### src/rtl/parity_serial_tx.sv
`default_nettype none
// ============================================================================
// Module      : parity_serial_tx
// Description : Serial parity link transmitter. Takes parallel words over a
//               valid/ready handshake and shifts each out LSB first, one bit
//               per clock, followed by a parity bit (even or odd, selected
//               per word by odd_mode).
//               Optional macro PARITY_SERIAL_TX_START_BIT_EN prefixes every
//               frame with a start bit of 1 that is excluded from parity.
// Revision    : 1.0 - initial release
// ============================================================================
module parity_serial_tx #(
    parameter int DATA_W = 8
) (
    input  logic              clk,
    input  logic              rst_n,
    input  logic              in_valid,
    output logic              in_ready,
    input  logic [DATA_W-1:0] in_data,
    input  logic              odd_mode,
    output logic              tx_bit,
    output logic              tx_valid,
    output logic              tx_last,
    output logic              busy
);

    localparam int                 c_cnt_w    = $clog2(DATA_W + 1);
    localparam logic [c_cnt_w-1:0] c_last_cnt = c_cnt_w'(DATA_W - 1);
    localparam logic [c_cnt_w-1:0] c_cnt_one  = c_cnt_w'(1);

    typedef enum logic [1:0] {
        S_IDLE   = 2'd0,
`ifdef PARITY_SERIAL_TX_START_BIT_EN
        S_START  = 2'd1,
`endif
        S_DATA   = 2'd2,
        S_PARITY = 2'd3
    } state_t;

    state_t              state_q, state_d;
    logic [DATA_W-1:0]   shift_q, shift_d;
    logic                par_q, par_d;
    logic [c_cnt_w-1:0]  cnt_q, cnt_d;
    logic                tx_bit_q, tx_bit_d;
    logic                tx_valid_q, tx_valid_d;
    logic                tx_last_q, tx_last_d;
    logic                busy_q, busy_d;
    logic                accept;

    // A new word can be taken while idle or while the parity bit of the
    // previous frame is on the line, which gives zero-gap back-to-back frames.
    assign in_ready = (state_q == S_IDLE) || (state_q == S_PARITY);
    assign accept   = in_valid && in_ready;

    assign tx_bit   = tx_bit_q;
    assign tx_valid = tx_valid_q;
    assign tx_last  = tx_last_q;
    assign busy     = busy_q;

    // Next-state / datapath logic; outputs are decoded from the next state so
    // they come straight out of flops in the cycle the state is entered.
    always_comb begin
        state_d    = state_q;
        shift_d    = shift_q;
        par_d      = par_q;
        cnt_d      = cnt_q;
        tx_bit_d   = 1'b0;
        tx_valid_d = 1'b0;
        tx_last_d  = 1'b0;
        busy_d     = 1'b0;

        case (state_q)
            S_IDLE, S_PARITY: begin
                if (accept) begin
                    shift_d = in_data;
                    // Seeding with odd_mode makes the final accumulator the
                    // parity bit for the selected mode directly.
                    par_d   = odd_mode;
                    cnt_d   = '0;
`ifdef PARITY_SERIAL_TX_START_BIT_EN
                    state_d = S_START;
`else
                    state_d = S_DATA;
`endif
                end else begin
                    state_d = S_IDLE;
                end
            end
`ifdef PARITY_SERIAL_TX_START_BIT_EN
            S_START: begin
                state_d = S_DATA;
            end
`endif
            S_DATA: begin
                par_d   = par_q ^ shift_q[0];
                shift_d = shift_q >> 1;
                cnt_d   = cnt_q + c_cnt_one;
                if (cnt_q == c_last_cnt) begin
                    state_d = S_PARITY;
                end
            end
            default: begin
                state_d = S_IDLE;
            end
        endcase

        case (state_d)
`ifdef PARITY_SERIAL_TX_START_BIT_EN
            S_START: begin
                tx_bit_d   = 1'b1;
                tx_valid_d = 1'b1;
                busy_d     = 1'b1;
            end
`endif
            S_DATA: begin
                tx_bit_d   = shift_d[0];
                tx_valid_d = 1'b1;
                busy_d     = 1'b1;
            end
            S_PARITY: begin
                tx_bit_d   = par_d;
                tx_valid_d = 1'b1;
                tx_last_d  = 1'b1;
                busy_d     = 1'b1;
            end
            default: begin
                tx_bit_d   = 1'b0;
            end
        endcase
    end

    // State and registered outputs; reset aborts any frame immediately.
    always_ff @(posedge clk or negedge rst_n) begin
        if (!rst_n) begin
            state_q    <= S_IDLE;
            shift_q    <= '0;
            par_q      <= 1'b0;
            cnt_q      <= '0;
            tx_bit_q   <= 1'b0;
            tx_valid_q <= 1'b0;
            tx_last_q  <= 1'b0;
            busy_q     <= 1'b0;
        end else begin
            state_q    <= state_d;
            shift_q    <= shift_d;
            par_q      <= par_d;
            cnt_q      <= cnt_d;
            tx_bit_q   <= tx_bit_d;
            tx_valid_q <= tx_valid_d;
            tx_last_q  <= tx_last_d;
            busy_q     <= busy_d;
        end
    end

endmodule
`default_nettype wire

### config.mk
export PLATFORM = sky130hd
export DESIGN_NAME = parity_serial_tx
export DESIGN_NICKNAME = d
export VERILOG_FILES = /design/src/rtl/parity_serial_tx.sv
export SDC_FILE = /design/constraint.sdc
export NUM_CORES = 1
export LEC_CHECK = 0
export CORE_UTILIZATION = 47
export CTS_CLUSTER_DIAMETER = 120
export DETAILED_ROUTE_END_ITERATION = 8
export GPL_TIMING_DRIVEN = 0
export PLACE_DENSITY = 0.76
export SLEW_MARGIN = 20
export SYNTH_ARGS = -nofsm -noshare
export SYNTH_HDL_FRONTEND = slang
export SYNTH_SLANG_ARGS = --single-unit
export TNS_END_PERCENT = 5
### constraint.sdc
create_clock -name clk -period 3.5 [get_ports clk]
set_clock_uncertainty 0.05 [all_clocks]
set_input_delay 0.35 -clock clk [delete_from_list [all_inputs] [get_ports clk]]
set_output_delay 0.35 -clock clk [all_outputs]
set_load 0.02 [all_outputs]
==> metrics <==
Tmin final=2.17 ns; cell row count=15; Port Buffers=16; Slew @ Worst Pin=0.754 ns; post-CTS sizing=0; synthesized cell area=877 µm²; PnR Total Power=about 1.1 mW; core box area=1750 µm²; n_diodes=0; clk buf depth=2; synth warn=0; Placement Setup Slack=1.60 ns; HP Class=in2async; cell count after placement=129; Pleak=0.481 nW; total I/O pin count=17; Final HPWL DP=1.33 mm; data required time of the worst path=3.10 ns; period utilization=62.0%; crit-path max FO=6; RePlAce Congestion=0.744; final hold violation count=0; critical path capture point type=output pin; CTS tree=built; antenna violations before repair=0; cts hold-fix bufs=0; Seq cells post-synth=17; DRC Markers=0; Syn Nets=103; met2 usage=32.2%; Peak Freq=0.461 GHz; wire per inst=13.4 µm; Post-DP Area=1070 µm²; Cells after Synth=about 90; unrepaired setup endpoints after global routing=false; routed vias/inst=~5.5; critical path data arrival time=between 1.5 and 2 ns; Layout area overhead=25.0%; Via Count=728; post-route cell area=1100 µm²; Die W=45.2 µm; violation count after the first detailed-route iteration=16; Critical Path Start Type=flop; Skew-Pair Late Insertion Delay=0.29 ns; Final nets=124; die area=2040 µm²; PD cells=978 nW/µm²; fin cells=133; M1 GR Usage=27.2%; Final Worst Setup Slack=1.33 ns; TNS Setup=0 ns; Avg Synthesized Cell Area=9.97 µm²; largest vdd supply drop=0.437 mV; remaining global-route overflow=0; Clock Pin Slew Worst Setup and Hold Paths=0.10 ns; DRT Pass-1 Iters=4; Initial Util=50.3%; root buf cell=clkbuf_4; H-Tree Depth=1; Max Cap Viol=0; CTS Sinks=17; Slew HR=49.6%; layout cells sized above 1=between 10 and 15%; Post-CTS Setup Bufs=0; Seq/Total Area, Yosys=48.5%; die height=~45 µm; critical path type=reg2out; status=finished clean; Antenna Nets Post-Route=0; number of global-route vias before repair=approximately 660; busiest metal layer after global routing=met2; Pins Over Slew Limit=0; GRT Total Usage=approximately a fifth; largest net degree at the start of global routing=18; drt total wl=approximately 1.8 mm; global-route wire length before repair=2.96 mm; met3 GRT Util=7.20%; unique cell type count in the Yosys netlist=32; setup violators final=0; Inserted Clock Buffers=3
[where the power goes]
| group | internal, mW | switching, mW | total (mW) |
|---|---|---|---|
| logic | 0.276 | 0.334 | 0.610 |
| registers | 0.293 | 0.0626 | 0.356 |
| clock network | 0.0425 | 0.0629 | 0.105 |
[critical path: stages, from the launching register on]
cell and delay [ns]:
dfrtp_1 0.40, inv_1 0.06, ha_1 0.38, clkdlybuf4s50_1 0.64
[flip-flops by register name, summed over array words and instances, names as in the netlist]
name     flops
busy         1
cnt_q        4
par_q        1
shift_q      8
state_q      1
tx_bit       1
tx_last      1
[cells in the final DEF (no fill, tap or decap), types with 3 or more instances in the layout]
cell type        netlist  final
dfrtp_1               17     17
clkdlybuf4s50_1        0     16
nor2_1                 3      3
nand2_1               11     11
clkbuf_4               0      3
o21ai_0               11     11
a21oi_1                4      4
ha_1                   3      3
inv_1                  3      3
nand2b_1               3      3
a22oi_1                6      6
[routing by layer]
metal,wire (µm),up-vias
met3,78,2
met5,0,-
met2,901,12
met1,795,360
li1,-,354
met4,6,0
[synth_stat cells]
master | instances | area share (%)
dfrtp_1 | 17 | 49
nand2_1 | 11 | 4.7
o21ai_0 | 11 | 6.3
a22oi_1 | 6 | 5.1
a21oi_1 | 4 | 2.3
ha_1 | 3 | 4.3
inv_1 | 3 | 1.3
nand2b_1 | 3 | 2.1
nor2_1 | 3 | 1.3
buf_2 | 2 | 1.1
clkbuf_1 | 2 | 0.86
mux2i_1 | 2 | 2.3
nand3b_1 | 2 | 1.7
a22o_1 | 1 | 1.0
a32oi_1 | 1 | 1.0
and3_1 | 1 | 0.71
and4b_1 | 1 | 1.1
buf_4 | 1 | 0.86
buf_6 | 1 | 1.3
mux2_2 | 1 | 1.3
nand3_1 | 1 | 0.57
nand4_1 | 1 | 0.71
nand4b_1 | 1 | 1.0
nor2b_1 | 1 | 0.71
nor2b_2 | 1 | 1.0
nor3_1 | 1 | 0.57
nor3b_1 | 1 | 0.86
o211a_1 | 1 | 1.1
o2bb2ai_2 | 1 | 1.7
o31ai_1 | 1 | 0.86
or2_1 | 1 | 0.71
xnor2_1 | 1 | 1.0
[path summary, 6_finish.rpt]
check                      startpoint    endpoint  slack [ns]  cells after the start
max in group asynchronous       rst_n    cnt_q[0]        2.49                      1
setup / recovery                 busy    in_ready        1.33                      3
hold reg to reg            shift_q[6]  shift_q[6]        0.45                      2
hold / removal                  rst_n  state_q[0]        0.44                      1
setup reg to reg                 busy  shift_q[1]        1.62                      6
min in group clk           shift_q[6]  shift_q[6]        0.45                      2
[cells by family after synthesis]
| logic type | after synthesis | synth area share, % |
|---|---|---|
| and+or+nand+nor | 29 | 17.8 |
| AOI/OAI and AO/OA | 26 | 19.4 |
| DFF | 17 | 48.5 |
| buffers and inverters | 9 | 5.42 |
| muxes | 3 | 3.57 |
| adders and majority gates | 3 | 4.28 |
| xor gates and xnor gates | 1 | 0.999 |
[layout make-up]
| type | instances | area, µm² |
|---|---|---|
| plain buffers | 6 | 36.3 |
| clock buffers | 3 | 22.5 |
| clock inverters | 1 | 5.00 |
| fillers | 164 | 649 |
| inverters | 3 | 11.3 |
| multi-input cells | 62 | 404 |
| flip-flops and latches | 17 | 425 |
| well taps | 25 | 31.3 |
| repair buffers | 16 | 160 |
[stage by stage]
stage	hold WS, ns	util [%]
after global routing	0.479	62.8
after detailed placement	0.428	61.2
final	0.441	62.8
after global placement	0.416	61.2
after CTS	0.451	62.8
after floorplan	0.00441	-
Note: power is estimated with default switching activity, not from simulation.
